===== config.mk =====
export PLATFORM = sky130hd
export DESIGN_NAME = pipeline_hazard_ctrl
export DESIGN_NICKNAME = d
export VERILOG_FILES = /design/src/rtl/pipeline_hazard_ctrl_pkg.sv /design/src/rtl/pipeline_hazard_ctrl_fwd_select.sv /design/src/rtl/pipeline_hazard_ctrl.sv
export SDC_FILE = /design/constraint.sdc
export NUM_CORES = 1
export LEC_CHECK = 0
export ABC_AREA = 1
export CAP_MARGIN = 20
export CORE_MARGIN = 1
export CORE_UTILIZATION = 49
export DETAILED_ROUTE_END_ITERATION = 16
export GPL_TIMING_DRIVEN = 1
export PLACE_DENSITY = 0.87
export RECOVER_POWER = 25
export SLEW_MARGIN = 25
export SYNTH_ARGS = -nofsm -noshare
export SYNTH_HDL_FRONTEND = slang
export SYNTH_HIERARCHICAL = 1
export SYNTH_SLANG_ARGS = --single-unit

===== constraint.sdc =====
create_clock -name Clk -period 5.4 [get_ports Clk]
set_clock_uncertainty 0.1 [all_clocks]
set_input_delay 1.35 -clock Clk [delete_from_list [all_inputs] [get_ports Clk]]
set_output_delay 1.35 -clock Clk [all_outputs]
set_load 0.05 [all_outputs]

===== src/rtl/pipeline_hazard_ctrl_pkg.sv =====
`default_nettype none
// ============================================================================
//  Module      : pipeline_hazard_ctrl_pkg
//  Description : Shared definitions for the pipeline hazard controller:
//                operand forwarding select encodings, hazard FSM state
//                encoding and the default event-counter width.
//  Revision    : 1.0 - initial release
// ============================================================================
package pipeline_hazard_ctrl_pkg;

    // Default width of the stall / annul event counters.
    localparam int c_CNT_W_DEFAULT = 16;

    // Operand source select encodings.
    localparam logic [1:0] c_FWD_RF  = 2'b00;
    localparam logic [1:0] c_FWD_EX  = 2'b01;
    localparam logic [1:0] c_FWD_MEM = 2'b10;
    localparam logic [1:0] c_FWD_WB  = 2'b11;

    // Hazard FSM state encoding.
    localparam logic [0:0] c_ST_RUN    = 1'b0;
    localparam logic [0:0] c_ST_BUBBLE = 1'b1;

endpackage : pipeline_hazard_ctrl_pkg
`default_nettype wire


===== src/rtl/pipeline_hazard_ctrl_fwd_select.sv =====
`default_nettype none
// ============================================================================
//  Module      : fwd_select
//  Description : Forwarding source selection for a single ID operand.
//                Compares the source register field against the destination
//                of the EX, MEM and WB stages, youngest stage first.
//  Ports       : src             - source register field of the ID operand
//                ex_rd/ex_en     - EX destination and write enable
//                mem_rd/mem_en   - MEM destination and write enable
//                wb_rd/wb_en     - WB destination and write enable
//                sel             - 2-bit source select (RF/EX/MEM/WB)
//  Revision    : 1.0 - initial release
// ============================================================================
module fwd_select
    import pipeline_hazard_ctrl_pkg::*;
(
    input  logic [4:0] src,
    input  logic [4:0] ex_rd,
    input  logic       ex_en,
    input  logic [4:0] mem_rd,
    input  logic       mem_en,
    input  logic [4:0] wb_rd,
    input  logic       wb_en,
    output logic [1:0] sel
);

    // A matching rd necessarily equals src, so gating on src != 0 also
    // covers the rd != 0 condition: register 0 is never forwarded.
    always_comb begin
        sel = c_FWD_RF;
        if (src != 5'd0) begin
            if (ex_en && (ex_rd == src)) begin
                sel = c_FWD_EX;
            end else if (mem_en && (mem_rd == src)) begin
                sel = c_FWD_MEM;
            end else if (wb_en && (wb_rd == src)) begin
                sel = c_FWD_WB;
            end
        end
    end

endmodule : fwd_select
`default_nettype wire


===== src/rtl/pipeline_hazard_ctrl.sv =====
`default_nettype none
// ============================================================================
//  Module      : pipeline_hazard_ctrl
//  Description : Hazard control for a five-stage pipeline. Produces operand
//                forwarding selects, inserts a single bubble on a load-use
//                hazard, clears IF/ID for annulling branches, and counts
//                stall and annul events in saturating counters.
//  Ports       : Clk, R (async active-low reset)
//                ID_rs1/ID_rs2, ID_use_rs1/ID_use_rs2   - ID operands
//                EX/MEM/WB _rd, _RF_enable                - stage writers
//                EX_load_instr                            - EX holds a load
//                ID_B_instr, ID_29_a, ID_branch_always,
//                cond_true                                - branch in ID
//                fwd_sel_a/fwd_sel_b                      - operand selects
//                LE_PC, LE_IF_ID                          - load enables
//                S                                        - bubble select
//                IF_ID_clr                                - annul IF/ID
//                stall_count, annul_count                 - event counters
//  Revision    : 1.0 - initial release
// ============================================================================
module pipeline_hazard_ctrl
    import pipeline_hazard_ctrl_pkg::*;
#(
    parameter int CNT_W = c_CNT_W_DEFAULT
) (
    input  logic             Clk,
    input  logic             R,
    input  logic [4:0]       ID_rs1,
    input  logic [4:0]       ID_rs2,
    input  logic             ID_use_rs1,
    input  logic             ID_use_rs2,
    input  logic [4:0]       EX_rd,
    input  logic [4:0]       MEM_rd,
    input  logic [4:0]       WB_rd,
    input  logic             EX_RF_enable,
    input  logic             MEM_RF_enable,
    input  logic             WB_RF_enable,
    input  logic             EX_load_instr,
    input  logic             ID_B_instr,
    input  logic             ID_29_a,
    input  logic             ID_branch_always,
    input  logic             cond_true,
    output logic [1:0]       fwd_sel_a,
    output logic [1:0]       fwd_sel_b,
    output logic             LE_PC,
    output logic             LE_IF_ID,
    output logic             S,
    output logic             IF_ID_clr,
    output logic [CNT_W-1:0] stall_count,
    output logic [CNT_W-1:0] annul_count
);

    logic [1:0]       w_sel_a;
    logic [1:0]       w_sel_b;
    logic             w_load_use;
    logic             w_annul;
    logic             w_stall;
    logic             w_annul_evt;
    logic [0:0]       r_state;
    logic [0:0]       w_state_next;
    logic [CNT_W-1:0] r_stall_count;
    logic [CNT_W-1:0] r_annul_count;

    // ------------------------------------------------------------------
    // Forwarding: one selector per operand
    // ------------------------------------------------------------------
    fwd_select u_fwd_a (
        .src    (ID_rs1),
        .ex_rd  (EX_rd),
        .ex_en  (EX_RF_enable),
        .mem_rd (MEM_rd),
        .mem_en (MEM_RF_enable),
        .wb_rd  (WB_rd),
        .wb_en  (WB_RF_enable),
        .sel    (w_sel_a)
    );

    fwd_select u_fwd_b (
        .src    (ID_rs2),
        .ex_rd  (EX_rd),
        .ex_en  (EX_RF_enable),
        .mem_rd (MEM_rd),
        .mem_en (MEM_RF_enable),
        .wb_rd  (WB_rd),
        .wb_en  (WB_RF_enable),
        .sel    (w_sel_b)
    );

    // ------------------------------------------------------------------
    // Hazard and annul detection
    // ------------------------------------------------------------------
    assign w_load_use = EX_load_instr && EX_RF_enable && (EX_rd != 5'd0) &&
                        ((ID_use_rs1 && (ID_rs1 == EX_rd)) ||
                         (ID_use_rs2 && (ID_rs2 == EX_rd)));

    assign w_annul = ID_B_instr && ID_29_a && (!cond_true || ID_branch_always);

    // ------------------------------------------------------------------
    // FSM: state register
    // ------------------------------------------------------------------
    always_ff @(posedge Clk or negedge R) begin
        if (!R) begin
            r_state <= c_ST_RUN;
        end else begin
            r_state <= w_state_next;
        end
    end

    // ------------------------------------------------------------------
    // FSM: next-state logic. BUBBLE always lasts a single cycle, so a
    // load-use costs exactly one bubble even if the hazard inputs linger.
    // ------------------------------------------------------------------
    always_comb begin
        w_state_next = r_state;
        case (r_state)
            c_ST_RUN: begin
                if (w_load_use) begin
                    w_state_next = c_ST_BUBBLE;
                end
            end
            c_ST_BUBBLE: begin
                w_state_next = c_ST_RUN;
            end
            default: begin
                w_state_next = c_ST_RUN;
            end
        endcase
    end

    // ------------------------------------------------------------------
    // FSM: output logic
    // ------------------------------------------------------------------
    always_comb begin
        w_stall = 1'b0;
        case (r_state)
            c_ST_RUN:    w_stall = w_load_use;
            c_ST_BUBBLE: w_stall = 1'b0;
            default:     w_stall = 1'b0;
        endcase
    end

    // A stall holds IF/ID, so the branch is re-presented next cycle and the
    // annul is taken then; annulling now would lose the held instruction.
    assign w_annul_evt = w_annul && !w_stall;

    // Reset overrides the visible controls: the pipeline sees a bubble and
    // RF-sourced operands while R is low.
    always_comb begin
        LE_PC     = !w_stall;
        LE_IF_ID  = !w_stall;
        S         = w_stall;
        IF_ID_clr = w_annul_evt;
        fwd_sel_a = w_sel_a;
        fwd_sel_b = w_sel_b;
        if (!R) begin
            LE_PC     = 1'b1;
            LE_IF_ID  = 1'b1;
            S         = 1'b1;
            IF_ID_clr = 1'b0;
            fwd_sel_a = c_FWD_RF;
            fwd_sel_b = c_FWD_RF;
        end
    end

    // ------------------------------------------------------------------
    // Saturating event counters. A stall in RUN is exactly the
    // RUN->BUBBLE transition.
    // ------------------------------------------------------------------
    always_ff @(posedge Clk or negedge R) begin
        if (!R) begin
            r_stall_count <= '0;
        end else if (w_stall && (r_stall_count != {CNT_W{1'b1}})) begin
            r_stall_count <= r_stall_count + 1'b1;
        end
    end

    always_ff @(posedge Clk or negedge R) begin
        if (!R) begin
            r_annul_count <= '0;
        end else if (w_annul_evt && (r_annul_count != {CNT_W{1'b1}})) begin
            r_annul_count <= r_annul_count + 1'b1;
        end
    end

    assign stall_count = r_stall_count;
    assign annul_count = r_annul_count;

endmodule : pipeline_hazard_ctrl
`default_nettype wire

* After elaboration in Yosys (flattened, before gate mapping) *
Index checks and enable logic that the tools add are counted.

word-level totals
  logic and storage cells = 55
  memory bits (writable) = 0
  memories kept = 0
  memory bits (read-only) = 0
  output and inout bits = 40
  latch bits = 0
  bits in registers = 33
  input bits = 37

cells by class
  $lt $le $gt $ge = 0
  multiplexer cells = 16
  reductions and logical operators = 23
  add/subtract/negate cells = 2
  shifts and indexed selects = 0
  equal/unequal tests = 10
  div/mod/pow operators = 0
  $mul = 0
  bitwise logic cells = 1

operators by type and width
  operator                                                         count
  5-bit equality test                                              8
  16-bit by 1-bit adder with 16-bit output, second input constant  2
  16-bit inequality test, second input constant                    2
  2-bit two-way mux                                                10
  1-bit logical AND                                                16
  5-bit nonzero test                                               3
  1-bit two-way mux                                                4
  1-bit case mux with 2 select lines                               2
  1-bit logical NOT                                                2
  1-bit logical OR                                                 2
  1-bit inverter                                                   1

* Longest topological paths before layout *
Gate-level depths: netlist of the first run.

  depth after elaboration = 8
  depth in mapped cells = 11
  depth with buffers taken out = 10

* Hierarchy *
Netlist of the first run, hierarchy kept.

modules (own cells, without submodules)
  module                seq. area each (µm²)  cells an instance  area each (µm²)  times used
  pipeline_hazard_ctrl  825.8                 351                2357.3           1
  fwd_select            0.0                   66                 325.3            2

* Worst setup path before layout of the first run *
Ideal clock, no wire load.

  path type = input -> output
  start = in EX_rd[2]
  end = out LE_PC
  cell stages on the path = 11
  required time = 3950 ps
  slack = 1293 ps
  path buffers = 2
  arrival = 2657 ps
  path through = inv_1 > nand2_1 > nand2_1 > nor2_1 > nand3_1 > nand2_2 > nand2_4 > inv_2 > buf_4 > nand2_1 > buf_4

between the ends
  longest elaborated chain between the ends = 7
  elaborated cells between the ends (all ways) = 11
  classes of those cells = eq/ne (2); mux (2); reduce/logical (7)

RTL lines
  element                                        RTL line                                                text
  from (decl)                                    pipeline_hazard_ctrl.sv:32                              input logic [4:0] EX_rd,
  5-bit equality test, on equally long branches  pipeline_hazard_ctrl.sv:93, pipeline_hazard_ctrl.sv:94
  1-bit logical AND, on equally long branches    pipeline_hazard_ctrl.sv:93, pipeline_hazard_ctrl.sv:94
  1-bit logical OR                               pipeline_hazard_ctrl.sv:93                              ((ID_use_rs1 && (ID_rs1 == EX_rd)) ||
  1-bit logical AND *                            pipeline_hazard_ctrl.sv:92                              assign w_load_use = EX_load_instr && EX_RF_enable && (EX_rd != 5'd0) &&
  1-bit case mux with 2 select lines *           pipeline_hazard_ctrl.sv:135                             case (r_state)
  net w_stall                                    pipeline_hazard_ctrl.sv:57                              logic w_stall;
  1-bit logical NOT *                            --
  1-bit two-way mux *                            --
  to (decl)                                      pipeline_hazard_ctrl.sv:45                              output logic LE_PC,

Mark *: on every way through the listed nets, which the timed path passes. The rest lies on a longest branch.

* Worst setup path after layout of the first run *
  start = in ID_rs1[0]
  end = out fwd_sel_a[0]

between the ends
  longest elaborated chain between the ends = 7
  elaborated cells between the ends (all ways) = 12
  classes of those cells = eq/ne (3); mux (5); reduce/logical (4)

RTL lines
  element              RTL line                               text
  from (decl)          pipeline_hazard_ctrl.sv:28             input logic [4:0] ID_rs1,
  5-bit equality test  pipeline_hazard_ctrl_fwd_select.sv:36  end else if (wb_en && (wb_rd == src)) begin
  1-bit logical AND    pipeline_hazard_ctrl_fwd_select.sv:36
  2-bit two-way mux    pipeline_hazard_ctrl_fwd_select.sv:36
  2-bit two-way mux    pipeline_hazard_ctrl_fwd_select.sv:34  end else if (mem_en && (mem_rd == src)) begin
  2-bit two-way mux    pipeline_hazard_ctrl_fwd_select.sv:32  if (ex_en && (ex_rd == src)) begin
  2-bit two-way mux *  pipeline_hazard_ctrl_fwd_select.sv:31  if (src != 5'd0) begin
  net w_sel_a[0]       pipeline_hazard_ctrl.sv:53             logic [1:0] w_sel_a;
  2-bit two-way mux *  pipeline_hazard_ctrl.sv:155            if (!R) begin
  to (decl)            pipeline_hazard_ctrl.sv:43             output logic [1:0] fwd_sel_a,

Marks and branches as above.

==> results of run 1 <==
area by class of cell:
| type | instances | area (um^2) |
|---|---|---|
| clock buffer | 8 | 80.08 |
| fill | 517 | 2024 |
| inverter | 62 | 232.7 |
| multi-input combinational | 377 | 1873 |
| sequential | 33 | 825.8 |
| tap | 75 | 93.84 |
| timing repair buffer | 80 | 790.8 |
registers in the layout, indices dropped and copies added (netlist names):
| name | cells |
|---|---|
| stall_count | 16 |
| r_state | 1 |
| annul_count | 16 |
cells in the mapped netlist:
| library cell | number |
|---|---|
| o21ai_2 | 4 |
| o21ai_1 | 4 |
| xnor2_1 | 19 |
| nand3_2 | 6 |
| inv_2 | 12 |
| xor2_1 | 9 |
| nand2_1 | 175 |
| nand2_2 | 12 |
| dfrtp_1 | 33 |
| clkinv_1 | 2 |
| buf_2 | 4 |
| nor2_4 | 6 |
| ha_1 | 2 |
| nand2_4 | 1 |
| a21oi_1 | 1 |
| nand3_1 | 34 |
| nor3_2 | 1 |
| nor2_2 | 6 |
| clkbuf_1 | 2 |
| buf_6 | 3 |
| nand4_1 | 22 |
| o21ai_0 | 7 |
| a21oi_2 | 4 |
| buf_4 | 2 |
| nor2_1 | 60 |
| inv_1 | 48 |
| nor3_1 | 3 |
| and3_1 | 1 |
power groups by stage:
stage               clock network [W]   logic, W  registers (W)
floorplan                           0  0.0000997       0.000357
global placement                    0   0.000260       0.000299
detailed placement                  0   0.000265       0.000300
CTS                          0.000187   0.000266       0.000296
global route                 0.000200   0.000290       0.000299
finish                       0.000184   0.000266       0.000296
worst max-delay path by stage:
stage | start | to | slack, ns
global route | R | IF_ID_clr | 0.11
global placement | ID_rs2[0] | fwd_sel_b[0] | 0.43
CTS | ID_rs1[0] | fwd_sel_a[0] | 0.38
finish | ID_rs1[0] | fwd_sel_a[0] | 0.36
floorplan | EX_rd[2] | LE_PC | 1.29
detailed placement | ID_rs1[0] | fwd_sel_a[0] | 0.41
critical path: stages:
cell and delay [ns]:
clkdlybuf4s50_1 0.60, nand2_1 0.15, nand2_1 0.09, nor2_4 0.11
nand2_2 0.07, nor2_2 0.10, nand2_1 0.07, a21oi_2 0.11
nand2_1 0.05, inv_1 0.09, clkdlybuf4s50_1 0.79
cell families (layout without fill, tap and decap cells):
logic type	count (synthesis)	in the layout
simple gates	327	327
buf+inv	73	150
flops	33	33
xor+xnor	28	28
compound gates	20	20
fa+ha+maj	2	2
routing by layer:
metal | track usage [%] | share of wire [%] | wire length, um | up-vias
met4 | 7.321 | 1.2 | 97 | 0
met1 | 33.69 | 43 | 3442 | 1537
met5 | 0 | 0 | 0 | -
li1 | - | - | - | 1652
met3 | 5.455 | 6.7 | 542 | 16
met2 | 46.69 | 49 | 3950 | 152
stage by stage:
| stage | std cells | power (W) | area (um^2) | hold WS, ns | util [%] |
|---|---|---|---|---|---|
| after floorplan | 483 | 0.0004569 | 3008 | 0.6396 | - |
| after global placement | 627 | 0.0005588 | 3821 | 0.4299 | 64.54 |
| after detailed placement | 627 | 0.0005647 | 3821 | 0.4362 | 64.54 |
| after CTS | 635 | 0.0007486 | 3901 | 0.4532 | 65.89 |
| after global routing | 635 | 0.0007881 | 3896 | 0.4796 | 65.81 |
| final | 635 | 0.0007457 | 3896 | 0.4549 | 65.81 |
==> flow_metrics.py, run 1 <==
metrics = {
    "final_layout": {
        "area.growth.synth_to_final_pct": 29.53,
        "layout_common_cells": "175 x nand2_1, 74 x clkdlybuf4s50_1, 60 x nor2_1",
        "final_common_cell": "nand2_1",
        "drive_above_1_share_pct": 10.89,
        "nets": 598,
        "n_antenna_cell": 0,
    },
    "sta": {
        "tns_ns": 0,
        "hold_viol": 0,
        "period_needed_ns": 5.043,
        "fin_ws_ns": 0.3571,
        "slew_viol_final": 0,
        "min_period_over_period_pct": 93.39,
        "grt_setup_unrepaired": "false",
        "maxSlewHeadroom_pct": 15.75,
        "fmax_mhz": 198.3,
        "worstMarginPinSlew_ns": 1.264,
        "setup_violations": 0,
    },
    "synthesis": {
        "synthXorXnorAreaFrac_pct": 8.153,
        "synth_area_leaders": "dfrtp_1 27%, nand2_1 22%, nor2_1 7.5%",
        "synth_area_um2": 3008,
        "ys_types": 28,
        "yosys.area_share.simple_pct": 48.96,
        "synth_cells": 483,
        "synth_top_area_share_pct": 27.45,
        "synth.largest_area_cell": "dfrtp_1",
        "synth_compound_area_share_pct": 4.326,
        "synth_top_family_by_area": "simple AND/OR/NAND/NOR gates",
        "syn_nets": 522,
        "yosysWarnings": 6,
        "synthMuxAreaShare_pct": 0,
        "synth_fa_ha_area_share_pct": 0.8319,
        "syn_area_per_cell_um2": 6.228,
        "ys_seq_area_share_pct": 27.45,
        "ys_ff_latch": 33,
    },
    "clock_tree": {
        "hold_buffers": 0,
        "cts.sinks": 33,
        "clock_latency_ns": 0.29,
        "post_cts_buffers": 0,
        "numCtsBuffers": 5,
        "cts_resized": 0,
        "clk_path_buf_depth": 2,
        "cts_tree": "done",
        "root_buffer": "clkbuf_8",
        "clkTransAtPathRegs_ns": 0.06,
        "htree_levels": 2,
    },
    "power": {
        "seq_power_share_pct": 39.7,
        "power_leakage_nw": 1.851,
        "power_density_nw_per_um2": 191.4,
        "peakVddDrop_mv": 0.1267,
        "intPower_w": 0.0004544,
        "swShare_pct": 39.06,
        "p_clk_share_pct": 24.6,
        "switching_power_w": 0.0002912,
        "combPwrFrac_pct": 35.7,
    },
    "critical_path": {
        "crit_fanout": 8,
        "worstRegToRegCells": 9,
        "required_ns": 3.95,
        "reg2reg_to": "stall_count[2]",
        "critPathCaptureType": "output pin",
        "critPathKind": "in2out",
        "reg2reg_slack_ns": 3.01,
        "start_kind": "input pin",
        "crit_arrival_ns": 3.59,
        "rr_startpoint": "stall_count[0]",
    },
    "min_path": {
        "hold_start": "annul_count[15]",
        "hold_path_end": "annul_count[15]",
        "whs_path_depth": 2,
        "hold_path.class": "reg2reg",
    },
    "route": {
        "antenna_left": 0,
        "drtIter0Drc": 228,
        "avgViaCountPerCell": 5.287,
        "drc": 0,
        "wl_per_cell_um": 12.65,
        "num_vias": 3357,
        "firstDrtPassIters": 5,
        "wirelength_mm": 8.032,
    },
    "placed_design": {
        "hpwl_mm": 6.072,
        "place_congestion": 0.9070,
        "pre_cts_slack_ns": 0.4052,
        "numPortBuffers": 76,
    },
    "die": {
        "start_util_pct": 50.80,
        "die_area_um2": 6456,
        "coreArea_um2": 5921,
        "die_x_um": 80.35,
        "die_y_um": 80.35,
        "rows": 28,
        "io_pins": 77,
    },
    "global_routing": {
        "grt_pass1_vias": 3102,
        "gr-usage-all-layers_pct": 26.94,
        "grt_antenna_before_repair": 0,
        "grt_pass1_wl_mm": 13.68,
        "grt_max_degree": 26,
        "grt_overflow": 0,
    },
    "flow_run": {
        "cap_viol_max_count": 0,
    },
    "outcome": {
        "status": "completed",
    },
}
(Power assumes the default switching activity.)
==> inputs of run 2 (changes only) <==
Settings changed: ABC_AREA 1 to unset, PLACE_DENSITY 0.87 to 0.92.
==> run 2 against run 1 <==
Compared with the run above: hold slack got worse by 0.052 ns; final area fell by 19%; clock-buffer cell count shrank 1; die area down 25%; synthesized cell count fell by 52%; first-iteration DRC count fell by 60%; clock power up 31%.
==> flow_metrics.py, run 2 <==
metrics = {
    "synthesis": {
        "syn_nets": 272,
        "synth_edf_count": 0,
        "synth_top_area_share_pct": 36.75,
        "ys_types": 39,
        "synth.largest_area_cell": "dfrtp_1",
        "synth_common_cells": "45 x xor2_1, 33 x dfrtp_1, 22 x xnor2_1, 17 x nand2_1, 16 x nand3_1",
        "syn_area_per_cell_um2": 9.644,
        "synth_top_family_by_area": "simple AND/OR/NAND/NOR gates",
        "synth_ff_type": "dfrtp_1",
        "synthMuxAreaShare_pct": 2.171,
        "yosysWarnings": 6,
        "synth_area_um2": 2247,
        "synthXorXnorAreaFrac_pct": 26.11,
        "synth_compound_area_share_pct": 4.788,
        "synth_most_common_cell": "xor2_1",
        "synth_fa_ha_area_share_pct": 1.114,
        "ys_ff_latch": 33,
        "yosys.area_share.simple_pct": 26.78,
        "ys_seq_area_share_pct": 36.75,
        "async_flop_share_pct": 100.0,
        "synth_area_leaders": "dfrtp_1 37%, xor2_1 18%, xnor2_1 8.6%",
        "synth_cells": 233,
    },
    "critical_path": {
        "start_kind": "input pin",
        "critical-path-top-delay-family": "buffers and inverters",
        "crit_fanout": 5,
        "slowest_delay_ns": 0.56,
        "crit_buf_inv": 2,
        "worstRegToRegCells": 6,
        "cp.depth": 7,
        "crit_arrival_ns": 3.27,
        "critPathKind": "in2out",
        "crit_slowest_cell": "clkdlybuf4s50_1",
        "critPathCaptureType": "output pin",
        "path_cells": "clkdlybuf4s50_1 > xor2_1 > nor4_1 > nand4_1 > a21bo_2 > and2_1 > buf_4",
        "required_ns": 3.95,
    },
    "route": {
        "wl_per_cell_um": 15.52,
        "firstDrtPassIters": 4,
        "antenna_left": 0,
        "wirelength_mm": 5.666,
        "num_vias": 2090,
        "drc": 0,
        "drtIter0Drc": 91,
        "avgViaCountPerCell": 5.726,
    },
    "clock_tree": {
        "cts_tree": "done",
        "clock_latency_ns": 0.29,
        "cts.sinks": 33,
        "htree_levels": 2,
        "root_buffer": "clkbuf_8",
        "hold_buffers": 0,
        "cts_resized": 0,
        "clk_path_buf_depth": 2,
        "clkTransAtPathRegs_ns": 0.07,
        "numCtsBuffers": 5,
        "post_cts_buffers": 0,
    },
    "final_layout": {
        "nets": 351,
        "seq_area_um2": 825.8,
        "fillerInstances": 331,
        "area.growth.synth_to_final_pct": 40.20,
        "drive_above_1_share_pct": 10.22,
        "layout_common_cells": "67 x clkdlybuf4s50_1, 45 x xor2_1, 33 x dfrtp_1",
        "n_antenna_cell": 0,
        "final_common_cell": "clkdlybuf4s50_1",
        "multiInputGateArea_um2": 1370,
    },
    "global_routing": {
        "grt_antenna_before_repair": 0,
        "grt_overflow": 0,
        "grt_pass1_vias": 2088,
        "grt_max_degree": 33,
        "gr-usage-all-layers_pct": 24.81,
        "grt_pass1_wl_mm": 9.694,
    },
    "die": {
        "rows": 24,
        "io_pins": 77,
        "die_y_um": 69.72,
        "coreArea_um2": 4384,
        "start_util_pct": 51.26,
        "die_area_um2": 4861,
        "die_x_um": 69.72,
    },
    "sta": {
        "maxSlewHeadroom_pct": 12.27,
        "grt_setup_unrepaired": "false",
        "setup_violations": 0,
        "fmax_mhz": 212.0,
        "period_needed_ns": 4.718,
        "fin_ws_ns": 0.6824,
        "min_period_over_period_pct": 87.36,
        "worstMarginPinSlew_ns": 1.316,
        "slew_viol_final": 0,
        "hold_viol": 0,
        "holdWs_ns": 0.4029,
        "tns_ns": 0,
    },
    "placed_design": {
        "pre_cts_slack_ns": 0.7296,
        "hpwl_mm": 4.174,
        "numPortBuffers": 76,
        "place_congestion": 0.8913,
    },
    "outcome": {
        "status": "completed",
    },
    "min_path": {
        "hold_path.class": "reg2reg",
        "whs_path_depth": 1,
    },
    "power": {
        "combPwrFrac_pct": 33.9,
        "p_clk_share_pct": 28.5,
        "intPower_w": 0.0005388,
        "power_leakage_nw": 1.348,
        "power_density_nw_per_um2": 268.4,
        "swShare_pct": 36.29,
        "peakVddDrop_mv": 0.3261,
        "switching_power_w": 0.0003069,
        "seq_power_share_pct": 37.6,
    },
    "flow_run": {
        "cap_viol_max_count": 0,
    },
}
run 2: through the flow:
step	utilization, %	std cells	power [W]	cell area (um^2)
2_1_floorplan	-	233	0.0004811	2247
4_1_cts	71.97	365	0.0008498	3156
3_3_place_gp	69.32	357	0.0006000	3039
5_1_grt	71.86	365	0.0008818	3151
3_5_place_dp	69.32	357	0.0006055	3039
6_report	71.86	365	0.0008457	3151
run 2: power by group through the flow:
stage / registers, W / logic [W] / clock network (W)
after floorplan: 0.000407 / 0.0000740 / 0
after global placement: 0.000318 / 0.000282 / 0
after detailed placement: 0.000320 / 0.000286 / 0
after CTS: 0.000317 / 0.000288 / 0.000245
final: 0.000318 / 0.000287 / 0.000241
after global routing: 0.000324 / 0.000301 / 0.000257
run 2: worst register-to-register path: cells and delay by family (launching register included):
| kind | cells | cell delay [ns] |
|---|---|---|
| simple gates | 4 | 1.43 |
| flops | 1 | 0.44 |
| mux | 1 | 0.30 |
| fa+ha+maj | 1 | 0.21 |
run 2: logic make-up after synthesis:
family                     after synthesis
buffers and inverters                   10
adders and majority gates                2
xor gates and xnor gates                67
and+or+nand+nor                        106
DFF                                     33
AOI/OAI and AO/OA                       11
muxes                                    4
run 2: worst paths after layout:
check | start | end | slack, ns
setup / recovery | ID_rs2[1] | fwd_sel_b[0] | 0.68
hold / removal | stall_count[6] | stall_count[6] | 0.40
setup reg to reg | annul_count[0] | annul_count[1] | 2.82
min in group asynchronous | R | stall_count[8] | 0.99
max in group asynchronous | R | stall_count[12] | 2.55
hold reg to reg | stall_count[6] | stall_count[6] | 0.40
run 2: area by class of cell:
class                           instances  area share (%)
Timing Repair Buffer                   78           24.07
Sequential cell                        33           26.21
Clock inverter                          1          0.9531
Clock buffer                            7           2.740
Multi-Input combinational cell        190           43.49
Inverter                                4          0.4766
Tap cell                               52           2.065
run 2: routing by layer:
layer | part of all wire (%) | routed length, um | GRT usage, % | vias up
met4 | 3.2 | 181 | 12.67 | 0
met3 | 6.4 | 364 | 5.233 | 17
met2 | 48 | 2705 | 39.81 | 87
met5 | 0 | 0 | 0 | -
met1 | 43 | 2414 | 31.64 | 999
li1 | - | - | - | 987
==> inputs of run 3 (changes only) <==
Settings changed: CAP_MARGIN 20 to unset.
==> results of run 3 <==
Same layout as run 2: the final DEF is identical, and so are final timing and power.
==> RTL change 1 (settings of run 1) <==
`c_CNT_W_DEFAULT`: 16 -> 32.
--- a/src/rtl/pipeline_hazard_ctrl_pkg.sv
+++ b/src/rtl/pipeline_hazard_ctrl_pkg.sv
@@ -10,5 +10,5 @@
 
     // Default width of the stall / annul event counters.
-    localparam int c_CNT_W_DEFAULT = 16;
+    localparam int c_CNT_W_DEFAULT = 32;
 
     // Operand source select encodings.
Interface: changed (resized annul_count and stall_count); port bits go from 77 to 109. The function was not compared with the original's and may differ.
==> RTL change 1 against run 1 <==
  * The flow now finishes with violations (capacitance limit, slew limit)
  * Area after synthesis increased by 80%
  * Sequential share of layout area increased by 2.7 points
  * Cell area increased by 75%
  * Worst setup slack improved by 0.015 ns
  * Power increased by 76%
  * Count of clock-buffer cells in the layout increased by 3
  * Sequential cell count increased by 32
  * Wire length increased by 91%
  * Highest routed layer unchanged
==> RTL change 1: results (changes against run 1) <==
synth-xor-area-share_pct: 5.51  # -2.6 points
drtIter0Drc: 284  # +25%
clk-insertion-delay-late_ns: 0.35  # +0.06 ns
grt_max_degree: 47  # +81%
path_max_fanout: 7  # -1
first_pass_iters: 5  # unchanged
violations: "capacitance limit, slew limit"
cts_made_buffers: 9  # +4
portBuffers: 108  # +42%
postRouteWirelength_um: 15300  # +91%
placed_cell_area_mm2: 0.00659  # +72%
fin_nets: 1029  # +72%
syn_nets: 926  # +77%
max_stage_delay_ns: 0.81  # +0.02 ns
htreeDepth: 3  # +1
ys_seq_area_share_pct: 30.1  # +2.6 points
synth_compound_area_share_pct: 2.31  # -2.0 points
relSlewSlack_pct: -64.0  # -80 points
viasPerCell: 5.24  # -0.96%
drv_slew: 47  # +47
p_leak_nw: 3.20  # +73%
grt_pass1_wl_um: 25500  # +87%
critPathArrivalTime_ns: 3.58  # about the same
yosys-top-cells-count: "nand2_1 (402), nor2_1 (126), dfrtp_1 (65), inv_1 (60), nand3_1 (40)"
synthAdderAreaFrac_pct: 0.463  # -0.37 points
dp_hpwl_um: 11200  # +84%
grt_pass1_vias: 5313  # +71%
ir_drop_mv: 0.264  # +110%
layout-drive-gt1-share_pct: 6.93  # -4.0 points
gp_congestion: 0.955  # +5.3%
cap_violations: 1  # +1
grt.total_usage_pct: 28.0  # +1.0 points
dpl_worst_slack_ns: 0.440  # +0.0352 ns
outcome: "finished, violations left"
synth.distinct_cells: 29  # +3.6%
cts_buffer_depth: 2  # unchanged
yosys-top-cells-area: "dfrtp_1 (30%), nand2_1 (28%), nor2_1 (8.8%)"
[RTL change 1: per-layer routing]
layer	GRT usage, %	up-vias	wire length [um]	share of wire (%)
met5	0	-	0	0
met4	8.81	0	370	2.4
li1	-	2997	-	-
met3	4.56	33	961	6.3
met2	46.1	233	7240	47
met1	37.3	2659	6740	44
[RTL change 1: critical path: cells and delay by family]
family	cells	cell delay [ns]
and+or+nand+nor	5	0.41
AOI/OAI and AO/OA	1	0.16
buffers and inverters	4	1.68
[RTL change 1: cells by family (layout without fill, tap and decap cells)]
family | Yosys count | count (layout)
XOR/XNOR | 34 | 34
AO/OA/AOI/OAI | 22 | 22
buffers and inverters | 92 | 200
adder cells (fa/ha/maj) | 2 | 2
AND/OR/NAND/NOR | 672 | 672
flip-flops | 65 | 65
[RTL change 1: per-stage QoR]
stage / hold slack (ns) / instances / util (%)
after floorplan: 0.601 / 887 / -
after detailed placement: 0.434 / 1115 / 62.7
after global routing: 0.490 / 1131 / 64.8
final: 0.457 / 1131 / 64.8
after global placement: 0.426 / 1115 / 62.7
after CTS: 0.457 / 1131 / 64.9
[RTL change 1: power breakdown]
part / total [mW] / internal, mW / switching, mW
registers: 0.542 / 0.505 / 0.0361
logic: 0.283 / 0.103 / 0.180
clock network: 0.485 / 0.284 / 0.201
total: 1.31 / 0.892 / 0.417
[RTL change 1: path summary, 6_finish.rpt]
kind,from,end,slack (ns),cells after the start
min in group asynchronous,R,annul_count[8]$_DFFE_PN0P_,1.22,1
hold reg to reg,stall_count[1]$_DFFE_PN0P_,stall_count[1]$_DFFE_PN0P_,0.46,2
setup reg to reg,annul_count[0]$_DFFE_PN0P_,annul_count[25]$_DFFE_PN0P_,2.35,9
max in group asynchronous,R,stall_count[19]$_DFFE_PN0P_,1.02,2
setup / recovery,ID_rs1[2],fwd_sel_a[1],0.37,10
hold / removal,stall_count[1]$_DFFE_PN0P_,stall_count[1]$_DFFE_PN0P_,0.46,2
[RTL change 1: final cells by class]
cell class | count | area [um^2]
Fill cell | 963 | 3700
Multi-Input combinational cell | 730 | 3390
Sequential cell | 65 | 1630
Timing Repair Buffer | 113 | 1120
Inverter | 71 | 267
Tap cell | 136 | 170
Clock buffer | 11 | 151
Clock inverter | 5 | 77.6
